**src/rtl/logic_result_stage_if.sv**
```systemverilog
// Handshake bundle for the logic result stage:
// operand/op input side and buffered result/flag output side.
interface logic_result_stage_if #(
  parameter int WIDTH = 32,
  parameter int CW    = 2
);
  logic [WIDTH-1:0] A;
  logic [WIDTH-1:0] B;
  logic [2:0]       op;
  logic             in_valid;
  logic             in_ready;
  logic [WIDTH-1:0] C;
  logic             Z;
  logic             N;
  logic             out_valid;
  logic             out_ready;
  logic [CW-1:0]    occupancy;

  modport master (
    output A, B, op, in_valid, out_ready,
    input  in_ready, C, Z, N, out_valid, occupancy
  );

  modport slave (
    input  A, B, op, in_valid, out_ready,
    output in_ready, C, Z, N, out_valid, occupancy
  );
endinterface

```
**src/rtl/logic_result_stage.sv**
```systemverilog
// Registered result stage for the bitwise logic unit:
// computes result+flags at accept and queues them in a small FIFO.
module logic_result_stage #(
  parameter int WIDTH = 32,
  parameter int DEPTH = 2,
  parameter int CW    = 2
) (
  input logic clk,
  input logic rst,
  logic_result_stage_if.slave bus
);
  localparam int AW = $clog2(DEPTH);

  typedef struct packed {
    logic             n;
    logic             z;
    logic [WIDTH-1:0] c;
  } ent_t;

  ent_t             r_mem [DEPTH];
  logic [AW-1:0]    r_wptr;
  logic [AW-1:0]    r_rptr;
  logic [CW-1:0]    r_cnt;

  logic [WIDTH-1:0] w_res;
  logic             w_full;
  logic             w_empty;
  logic             w_ready;
  logic             w_push;
  logic             w_pop;
  ent_t             w_head;

  always_comb begin
    w_res = '0;
    case (bus.op)
      3'b000: w_res = bus.A & bus.B;
      3'b001: w_res = ~(bus.A & bus.B);
      3'b010: w_res = bus.A | bus.B;
      3'b011: w_res = ~(bus.A | bus.B);
      3'b100: w_res = bus.A ^ bus.B;
      3'b101: w_res = ~(bus.A ^ bus.B);
      3'b110: w_res = bus.A & ~bus.B;
      3'b111: w_res = bus.A;
      default: w_res = '0;
    endcase
  end

  assign w_full  = (r_cnt == CW'(DEPTH));
  assign w_empty = (r_cnt == '0);
  assign w_ready = !w_full && !rst;
  assign w_push  = bus.in_valid && w_ready;
  assign w_pop   = !w_empty && bus.out_ready;

  // Storage holds no reset; only pointers and count are cleared.
  always_ff @(posedge clk) begin
    if (w_push) begin
      r_mem[r_wptr] <= '{
        n: w_res[WIDTH-1],
        z: (w_res == '0),
        c: w_res
      };
    end
  end

  always_ff @(posedge clk) begin
    if (rst) begin
      r_wptr <= '0;
      r_rptr <= '0;
      r_cnt  <= '0;
    end else begin
      if (w_push) r_wptr <= r_wptr + AW'(1);
      if (w_pop)  r_rptr <= r_rptr + AW'(1);
      unique case ({w_push, w_pop})
        2'b10:   r_cnt <= r_cnt + CW'(1);
        2'b01:   r_cnt <= r_cnt - CW'(1);
        default: r_cnt <= r_cnt;
      endcase
    end
  end

  assign w_head = w_empty ? '0 : r_mem[r_rptr];

  assign bus.in_ready  = w_ready;
  assign bus.out_valid = !w_empty;
  assign bus.occupancy = r_cnt;
  assign bus.C         = w_head.c;
  assign bus.Z         = w_head.z;
  assign bus.N         = w_head.n;
endmodule

```
**src/flat_wrapper.sv**
```systemverilog
// flat-port wrapper written by rule: the top's interface ports become plain ports
module logic_result_stage_flat 
#(
  parameter int WIDTH = 32,
  parameter int DEPTH = 2,
  parameter int CW    = 2
)
  (clk, rst, bus_A, bus_B, bus_op, bus_in_valid, bus_out_ready, bus_in_ready, bus_C, bus_Z, bus_N, bus_out_valid, bus_occupancy);
  logic_result_stage_if #(.WIDTH(WIDTH), .CW(CW)) bus_i ();
  input logic clk;
  input logic rst;
  input wire logic [$bits(bus_i.A)-1:0] bus_A;
  input wire logic [$bits(bus_i.B)-1:0] bus_B;
  input wire logic [$bits(bus_i.op)-1:0] bus_op;
  input wire logic [$bits(bus_i.in_valid)-1:0] bus_in_valid;
  input wire logic [$bits(bus_i.out_ready)-1:0] bus_out_ready;
  output wire logic [$bits(bus_i.in_ready)-1:0] bus_in_ready;
  output wire logic [$bits(bus_i.C)-1:0] bus_C;
  output wire logic [$bits(bus_i.Z)-1:0] bus_Z;
  output wire logic [$bits(bus_i.N)-1:0] bus_N;
  output wire logic [$bits(bus_i.out_valid)-1:0] bus_out_valid;
  output wire logic [$bits(bus_i.occupancy)-1:0] bus_occupancy;
  assign bus_i.A = bus_A;
  assign bus_i.B = bus_B;
  assign bus_i.op = bus_op;
  assign bus_i.in_valid = bus_in_valid;
  assign bus_i.out_ready = bus_out_ready;
  assign bus_in_ready = bus_i.in_ready;
  assign bus_C = bus_i.C;
  assign bus_Z = bus_i.Z;
  assign bus_N = bus_i.N;
  assign bus_out_valid = bus_i.out_valid;
  assign bus_occupancy = bus_i.occupancy;
  logic_result_stage #(.WIDTH(WIDTH), .DEPTH(DEPTH), .CW(CW)) u_core (.clk(clk), .rst(rst), .bus(bus_i));
endmodule
```
**config.mk**
```make
export PLATFORM = sky130hd
export DESIGN_NAME = logic_result_stage_flat
export DESIGN_NICKNAME = d
export VERILOG_FILES = /design/src/rtl/logic_result_stage_if.sv /design/src/rtl/logic_result_stage.sv /design/src/flat_wrapper.sv
export SDC_FILE = /design/constraint.sdc
export NUM_CORES = 1
export LEC_CHECK = 0
export CAP_MARGIN = 20
export CELL_PAD_IN_SITES_DETAIL_PLACEMENT = 1
export CELL_PAD_IN_SITES_GLOBAL_PLACEMENT = 2
export CORE_MARGIN = 4
export CORE_UTILIZATION = 38
export CTS_BUF_LIST = sky130_fd_sc_hd__clkbuf_8
export DETAILED_ROUTE_END_ITERATION = 8
export PLACE_DENSITY = 0.95
export SYNTH_ARGS = -nofsm -noshare
export SYNTH_HDL_FRONTEND = slang
export SYNTH_SLANG_ARGS = --single-unit
```
**constraint.sdc**
```tcl
create_clock -name clk -period 3.8 [get_ports clk]
set_input_delay 0.76 -clock clk [delete_from_list [all_inputs] [get_ports clk]]
set_output_delay 0.76 -clock clk [all_outputs]
set_load 0.05 [all_outputs]
```
# ---- Word-level counts from Yosys, hierarchy flattened
# Memories as Yosys holds them, arrays and structs flattened. A register that Yosys moved wholly into a read port is not among the register bits.
# Index checks and enable logic that the tools add are counted.
dict set report totals {
  ff_bits 4
  ram_bits 68
  in_bits 71
  out_inout_bits 38
  elab_cells 43
  n_memories 1
}
# memory words word_bits rd rd_ports_with_merged_regs write_ports line_no
set mem_list {}
lappend mem_list {u_core.r_mem 2 34 1 1 1 logic_result_stage.sv:20} ;# ent_t r_mem [DEPTH];
dict set report op_classes {
  n_addsub 4
  n_eq_ne 10
  n_mux 7
  bitwise 8
  reduce_logical 10
}
# cell n
set op_table {}
lappend op_table {{one-hot mux 32 bit (8 select lines)} 1}
lappend op_table {{inverter 32 bit} 4}
lappend op_table {{AND 32 bit} 2}
lappend op_table {{two-way mux 34 bit} 1}
lappend op_table {{zero test 32 bit} 1}
lappend op_table {{bitwise OR 32 bit} 1}
lappend op_table {{bitwise XOR 32 bit} 1}
lappend op_table {{equality test 3 bit (second input constant)} 4}
lappend op_table {{equality test 3 x 2 -> 1 bit (second input constant)} 2}
lappend op_table {{equality test 2 bit (second input constant)} 2}
lappend op_table {{two-way mux 1 bit} 4}
lappend op_table {{one-hot mux 2 bit (2 select lines)} 1}
lappend op_table {{equality test 3 x 1 -> 1 bit (second input constant)} 1}
lappend op_table {{logical AND 1 bit} 3}
lappend op_table {{zero test 1 bit} 3}
lappend op_table {{zero test 3 bit} 1}
lappend op_table {{adder 1 bit (second input constant)} 2}
lappend op_table {{adder 2 x 1 -> 2 bit (second input constant)} 1}
lappend op_table {{equality test 2 x 1 -> 1 bit (second input constant)} 1}
lappend op_table {{zero test 2 bit} 1}
lappend op_table {{nonzero test 2 bit} 1}
lappend op_table {{subtractor 2 x 1 -> 2 bit (second input constant)} 1}

# ---- Longest topological paths before layout
# Gate-level depths: netlist of the first run.
dict set report depth {
  depth_word 6
  mapped_depth 9
}

# ---- Worst setup path after synthesis of the first run
# OpenSTA, ideal clock, no wires.
dict set report synth_timing {
  path_type {register to register}
  start {register u_core.r_cnt[0], in the netlist u_core.bus.occupancy[0]}
  end {memory u_core.r_mem[0][0] (netlist name) (enable)}
  arrival_ns 3.336
  required_ns 3.377
  setup_slack_ns 0.041
  stages_incl_launch_ff 5
  cell_sequence {dfxtp_1 > inv_1 > a21oi_1 > nand2_1 > nor2_1}
}
dict set report synth_between {
  elab_chain_cells 6
}
# item line_no
set synth_lines {}
lappend synth_lines {{start: declaration} logic_result_stage.sv:23} ;# logic [CW-1:0] r_cnt;
lappend synth_lines {{start signal: assignment} logic_result_stage.sv:74} ;# 2'b10: r_cnt <= r_cnt + CW'(1);
lappend synth_lines {{start signal: assignment} logic_result_stage.sv:75} ;# 2'b01: r_cnt <= r_cnt - CW'(1);
lappend synth_lines {{start signal: assignment} logic_result_stage.sv:76} ;# default: r_cnt <= r_cnt;
lappend synth_lines {{equality test 2 bit} logic_result_stage.sv:48} ;# assign w_full = (r_cnt == CW'(DEPTH));
lappend synth_lines {{zero test 1 bit} logic_result_stage.sv:50} ;# assign w_ready = !w_full && !rst;
lappend synth_lines {{logical AND 1 bit} logic_result_stage.sv:50}
lappend synth_lines {{net bus_in_ready} flat_wrapper.sv:17} ;# output wire logic [$bits(bus_i.in_ready)-1:0] bus_in_ready;
lappend synth_lines {{logical AND 1 bit} logic_result_stage.sv:51} ;# assign w_push = bus.in_valid && w_ready;
lappend synth_lines {{two-way mux 1 bit} logic_result_stage.sv:56} ;# if (w_push) begin
lappend synth_lines {{two-way mux 1 bit (implied by the code)} logic_result_stage.sv:57} ;# r_mem[r_wptr] <= '{
lappend synth_lines {{end: declaration} logic_result_stage.sv:20}
# The timed path passes the listed nets, and every way through them passes these cells.

# ---- Worst setup path in the final report of the first run
dict set report layout_timing {
  start {input port bus_A[14]}
  end {memory u_core.r_mem[0][32] (netlist name) (data pin)}
}
dict set report layout_between {
  elab_chain_cells 4
  word_cells_on_any_way 9
}
# item line_no
set layout_lines {}
lappend layout_lines {{start: declaration} flat_wrapper.sv:12} ;# input wire logic [$bits(bus_i.A)-1:0] bus_A;
lappend layout_lines {{bitwise XOR 32 bit, or another cell as far along} {logic_result_stage.sv:40, logic_result_stage.sv:41}}
lappend layout_lines {{inverter 32 bit, on equally long branches} {logic_result_stage.sv:41, logic_result_stage.sv:37, logic_result_stage.sv:39}}
lappend layout_lines {{one-hot mux 32 bit (8 select lines) (*)} logic_result_stage.sv:35} ;# case (bus.op)
lappend layout_lines {{net u_core.w_res[14]} logic_result_stage.sv:25} ;# logic [WIDTH-1:0] w_res;
lappend layout_lines {{zero test 32 bit (*)} logic_result_stage.sv:59} ;# z: (w_res == '0),
# The timed path passes the listed nets; every way through them passes the cells marked *.

==> results of run 1 <==
[synthesized netlist by cell type (6+ instances only)]
master | instances | area share
ha_1 | 97 | 0.19
inv_1 | 97 | 0.056
mux2i_1 | 90 | 0.14
edfxtp_1 | 66 | 0.31
nor2_1 | 56 | 0.032
nand2_1 | 31 | 0.018
o21ai_0 | 19 | 0.015
xnor2_1 | 19 | 0.026
nand2b_1 | 16 | 0.015
a21oi_1 | 15 | 0.012
nand3_1 | 15 | 0.012
clkbuf_1 | 13 | 0.0075
mux2_2 | 11 | 0.019
xor2_1 | 11 | 0.015
nor2b_1 | 10 | 0.0096
buf_4 | 9 | 0.010
a221oi_1 | 8 | 0.011
buf_6 | 7 | 0.012
buf_2 | 6 | 0.0046
[worst max-delay path: cells and delay by family]
kind            cells  cell delay [ns]
buf+inv             2             0.58
fa+ha+maj           1             0.27
compound gates      3             1.01
simple gates        4             0.68
[registers in the layout (all words and copies together) (netlist names), named ones only]
signal	count
u_core.bus.occupancy	2
u_core.r_mem	66
u_core.r_rptr	1
u_core.r_wptr	1
[metrics by stage]
stage / total power, mW / setup WS (ns) / cells / cell area [um^2] / hold slack (ns)
global route: 3.59 / 0.445 / 997 / 8000 / 0.578
global placement: 2.68 / 0.437 / 983 / 7780 / 0.497
finish: 3.40 / 0.657 / 997 / 8000 / 0.531
detailed placement: 2.74 / 0.236 / 983 / 7780 / 0.515
CTS: 3.43 / 0.605 / 997 / 8000 / 0.538
floorplan: 2.16 / 0.0409 / 672 / 6500 / 0.481
[power by group through the flow]
stage	registers (mW)	clock network, mW	logic, mW
finish	1.00	0.692	1.70
global route	1.01	0.748	1.83
CTS	1.00	0.708	1.72
detailed placement	1.02	0	1.72
global placement	1.01	0	1.67
floorplan	1.01	0	1.14
[layout make-up]
class | count | area [um^2]
clock buffers | 9 | 124
well taps | 220 | 275
inverters | 97 | 364
fillers | 1877 | 8640
flip-flops and latches | 71 | 2080
multi-input cells | 468 | 3830
repair buffers | 127 | 1230
clock inverters | 5 | 98.8
[layout by cell type, fill, tap and decap left out, drive strengths merged, types with 10 or more instances in the layout]
master	instances
xor2	11
o21ai	22
clkdlybuf4s50	106
a21oi	15
nand3	15
nand2b	16
mux2	11
nor2	56
edfxtp	66
nand2	31
ha	97
buf	21
nor2b	10
mux2i	90
inv	97
xnor2	19
[worst max path at each step]
stage / to / slack (ns) / cells past startpoint
floorplan: u_core.r_mem[0][0] / 0.04 / 4
global placement: u_core.r_mem[0][32] / 0.44 / 10
detailed placement: u_core.r_mem[0][32] / 0.24 / 10
CTS: u_core.r_mem[0][32] / 0.60 / 10
global route: u_core.r_mem[0][32] / 0.44 / 10
finish: u_core.r_mem[0][32] / 0.66 / 10
[cell families (layout without fill, tap and decap cells)]
kind of cell               after synthesis  after routing  share of synthesized area
muxes                                  101            101                      0.158
DFF                                     71             71                      0.320
buffers and inverters                  133            238                     0.0913
AOI/OAI and AO/OA                       91             91                     0.0953
adders and majority gates               97             97                      0.187
and+or+nand+nor                        149            149                      0.108
xor gates and xnor gates                30             30                     0.0404
[metal layers]
layer / global-route usage / part of all wire / vias to the layer above / routed length (um)
met4: 0.0443 / 0.012 / 0 / 206
met1: 0.234 / 0.44 / 2433 / 7530
li1: - / - / 2486 / -
met2: 0.316 / 0.51 / 111 / 8680
met3: 0.0290 / 0.039 / 11 / 675
met5: 0 / 0 / - / 0
==> summary.txt, run 1 <==
Route
  • Vias: 5041
  • Routed WL: 17100 um
  • Wirelength per Cell: 17.1 um
  • DRT Pass-1 Iters: 4
  • 1st-iter DRT viols: ~200
  • Vias per inst: 5.06
  • ANT nets after route: 0
  • DRC: 0

Logic synthesis
  • Sequential area share after synthesis: 0.320
  • FFs w/ async S/R, synth: 0
  • Syn Inst Count: 672
  • Area of the mapped netlist: roughly 6500 um^2
  • Syn_area_per_cell: 9.67 um^2
  • Unique masters post-synth: 50
  • Synth Warn #: 0
  • EDFF count, synth: 66
  • Seq cells post-synth: 71
  • Post-synth net total: 840
  • Ys flop type: edfxtp_1

Critical path
  • R2R Path Start: u_core.bus.occupancy[0]
  • Worst path required time: 3.96 ns
  • Crit path from: bus_A[14]
  • CP max stage cell: clkdlybuf4s50_1
  • Worst setup SP type: primary input
  • Cell breakdown of the critical path: clkdlybuf4s50_1 -> inv_1 -> ha_1 -> nor2b_1 -> a211o_1 -> nand3_1 -> o21ai_0 -> a2111oi_2 -> nand4_1 -> nor4_2
  • Reg2reg end: u_core.bus.occupancy[1]
  • Crit end category: flop
  • Reg2reg path depth: 7
  • Crit path largest cell delay: 0.52 ns
  • Worst-path maximum fanout: 4
  • Flop2flop setup slack: ~1.5 ns
  • Critical path arrival: 3.31 ns
  • CP Class: in2reg

Finish
  • Post-route core utilization: 0.481
  • Ratio of cells with drive above 1 in the final layout: 0.0669
  • Area grow syn2layout: 23.2%
  • # diodes: 0
  • Nets: 942

Clock tree
  • Clk pin slew, worst setup/hold paths: approximately 0.070 ns
  • Root buffer cell: clkbuf_8
  • CTS tree: yes
  • Cts hold-fix bufs: 0
  • Clock buffer count from CTS: 9
  • Clock Sinks: 71
  • Worst skew pair latency: 0.35 ns
  • H-tree lvl count: 3
  • Setup Buffers After CTS: 0
  • CTS max path bufs: 2
  • CTS resizes: 0

GRT
  • Grt ovf: 0
  • Initial antenna violation count: 0
  • GR Util All Layers: 0.180
  • Largest net degree at the start of global routing: 43
  • Vias in the first global route: 5465
  • First-pass GRT wire length: 28300 um

STA
  • Achievable Freq: 318 MHz
  • Final period utilization: 0.827
  • RSZ-0062 raised after global routing: no
  • Fin crit period: 3.14 ns
  • # setup viols final: 0
  • Endpoints failing hold: 0
  • Relative slew slack: 0.553
  • Worst Clk Skew: 0.00720 ns
  • Worst-Margin Slew: 0.664 ns
  • Max-slew violations: 0
  • Setup TNS: 0 ns

Power
  • IR drop worst, VDD: 0.000275 V
  • Leakage: 3.49 nW
  • Seq pwr share: 0.296
  • P_int: 2.00 mW
  • Sw Ratio: 0.412
  • Switching pwr: 1.40 mW
  • Comb power frac: 0.501
  • Power Dens Cells: 425 nW/um^2
  • Clock power frac: 0.204

Floorplan
  • # IOs: about 110
  • Die area: between 15000 and 20000 um^2
  • Placement Rows: 47
  • DIE WIDTH: 139 um
  • Core box area: 16600 um^2
  • Die Height: 139 um
  • Starting Density: 0.390

Worst hold path
  • Hold path startpoint: u_core.r_rptr
  • Worst hold path type: reg2reg
  • Hold Path Stages: 2

Place
  • Post-DP HPWL: 13800 um
  • I/O Buffers: between 100 and 150
  • GPL Wtd Cong: between 0.8 and 0.9

Job
  • Maxcap violations: 0

Run status
  • Outcome: completed
No activity file was read; power rests on OpenSTA's default activity.
==> run 2: changes to the inputs <==
--- a/config.mk
+++ b/config.mk
@@ -9,10 +9,10 @@
 export CELL_PAD_IN_SITES_DETAIL_PLACEMENT = 1
 export CELL_PAD_IN_SITES_GLOBAL_PLACEMENT = 2
 export CORE_MARGIN = 4
-export CORE_UTILIZATION = 38
+export CORE_UTILIZATION = 35
 export CTS_BUF_LIST = sky130_fd_sc_hd__clkbuf_8
 export DETAILED_ROUTE_END_ITERATION = 8
-export PLACE_DENSITY = 0.95
+export PLACE_DENSITY = 0.92
 export SYNTH_ARGS = -nofsm -noshare
 export SYNTH_HDL_FRONTEND = slang
 export SYNTH_SLANG_ARGS = --single-unit
==> constraint.sdc (replaced) <==
create_clock -name clk -period 2.99 [get_ports clk]
set_input_delay 0.598 -clock clk [delete_from_list [all_inputs] [get_ports clk]]
set_output_delay 0.598 -clock clk [all_outputs]
set_load 0.05 [all_outputs]
==> summary.txt, run 2 (synthesis gave the netlist of run 1 again) <==
Run status
  • Outcome: completed

GRT
  • Most used routing layer: met2
  • Vias in the first global route: 5713
  • Grt ovf: 0
  • Largest net degree at the start of global routing: 68
  • Initial antenna violation count: 0
  • GR Util met2: 0.315
  • First-pass GRT wire length: roughly 29000 um
  • GR Util All Layers: 0.175
  • GRT met3 Usage: 0.0185
  • Grt met1 use: 0.221

Critical path
  • Flop2flop setup slack: 1.12 ns
  • Worst-path maximum fanout: 2
  • Worst setup SP type: primary input
  • Worst path required time: 3.08 ns
  • Reg2reg path depth: 6
  • Crit end category: flop
  • CP Class: in2reg
  • R2R Path Start: u_core.bus.occupancy[0]
  • Reg2reg end: u_core.bus.occupancy[1]
  • Critical path arrival: 2.92 ns

Route
  • Wirelength per Cell: 17.2 um
  • Vias: 5282
  • Routed WL: approximately 18000 um
  • DRT Pass-1 Iters: 4
  • 1st-iter DRT viols: around 220
  • DRC: 0
  • Vias per inst: 5.00
  • ANT nets after route: 0

Place
  • Pre-CTS setup slack: -0.315 ns
  • Dpl cell area: 8110 um^2
  • Post-DP HPWL: 14900 um
  • GPL Wtd Cong: around 0.84
  • I/O Buffers: 108

Floorplan
  • Placement Rows: 49
  • Starting Density: 0.359
  • # IOs: 109
  • Die Height: 144 um
  • Die area: 20800 um^2
  • Core box area: 18100 um^2
  • DIE WIDTH: 144 um

Finish
  • Nets: 990
  • Filler Cells Inserted: 2081
  • Max FFs per register: 66
  • Ratio of cells with drive above 1 in the final layout: 0.164
  • Commonest non-fill, non-tap cell in the layout: inv_1
  • Area grow syn2layout: 27.3%
  • # diodes: 0
  • Most frequent cells in the layout: inv_1, buf_4, ha_1
  • Largest Register: u_core.r_mem
  • Non-Filler Cell Area, Final: 8270 um^2

Power
  • IR drop worst, VDD: 0.000208 V
  • Power Dens Cells: 494 nW/um^2
  • Total power: between 4 and 5 mW
  • Leakage: roughly 3.8 nW

Clock tree
  • Worst skew pair latency: about 0.34 ns
  • H-tree lvl count: 3
  • CTS tree: yes
  • Setup Buffers After CTS: 0
  • Clock buffer count from CTS: 9
  • Root buffer cell: clkbuf_8
  • Clk pin slew, worst setup/hold paths: ~0.07 ns
  • Clock Sinks: 71
  • CTS max path bufs: 2

Worst hold path
  • Hold Path Stages: 2
  • Hold path startpoint: u_core.r_rptr
  • Worst hold path type: reg2reg

STA
  • RSZ-0062 raised after global routing: no
  • Final period utilization: 0.946
  • Relative slew slack: 0.594
  • Fin crit period: approximately 2.8 ns
  • Worst Clk Skew: 0.00909 ns
  • Endpoints failing hold: 0
  • Setup TNS: 0 ns
  • # setup viols final: 0
  • Achievable Freq: 354 MHz
  • Worst-Margin Slew: between 0.6 and 0.7 ns
  • Max-slew violations: 0
  • Worst setup margin: 0.161 ns

Job
  • Maxcap violations: 0
## run 2: worst max-delay path by stage
stage | start | endpoint | slack (ns) | cells after the start
CTS | bus_op[2] | u_core.r_mem[0][32] | 0.05 | 10
detailed placement | bus_op[2] | u_core.r_mem[1][32] | -0.31 | 10
global route | bus_B[12] | u_core.r_mem[1][32] | 0.04 | 9
finish | bus_B[28] | u_core.r_mem[1][32] | 0.16 | 9
floorplan | u_core.bus.occupancy[0] | u_core.r_mem[0][0] | 0.09 | 4
global placement | bus_op[2] | u_core.r_mem[0][32] | -0.26 | 10
## run 2: stage by stage
| stage | std cells | util | hold WS [ns] |
|---|---|---|---|
| floorplan | 672 | - | 0.481 |
| global placement | 1040 | 0.448 | 0.498 |
| detailed placement | 1040 | 0.448 | 0.506 |
| CTS | 1056 | 0.457 | 0.536 |
| global route | 1056 | 0.457 | 0.580 |
| finish | 1056 | 0.457 | 0.525 |
## run 2: worst max-delay path: stages
cell and delay [ns]:
clkdlybuf4s50_1 0.50, inv_1 0.08, ha_1 0.31, mux2i_1 0.20
mux2_2 0.35, a221oi_1 0.50, a2111oi_0 0.15, nand4_1 0.16
nor4_2 0.07
## run 2: layer usage
layer | part of all wire | up-vias | wire length (um)
met3 | 0.043 | 27 | 784
met2 | 0.51 | 128 | 9280
met1 | 0.43 | 2538 | 7730
met4 | 0.018 | 0 | 318
li1 | - | 2589 | -
met5 | 0 | - | 0
## run 2: cell type report
class | count | area (um^2) | area share
repair buffers | 175 | 1540 | 0.186
clock buffers | 9 | 124 | 0.0150
well taps | 229 | 287 | 0.0346
inverters | 97 | 364 | 0.0440
multi-input cells | 468 | 3850 | 0.465
flip-flops and latches | 71 | 2080 | 0.252
clock inverters | 7 | 28.8 | 0.00348
## run 2: power breakdown
group | internal, mW | switching, mW | leakage, nW
clock network | 0.283 | 0.318 | 0.0992
registers | 1.21 | 0.0764 | 0.647
logic | 0.797 | 1.40 | 3.04
total | 2.29 | 1.79 | 3.79
## run 2: what timing repair did
action	in CTS	in global routing
hold buffers	0	0
endpoints found under the setup margin	0	2
resized for setup	0	2
hold endpoints to repair	0	0
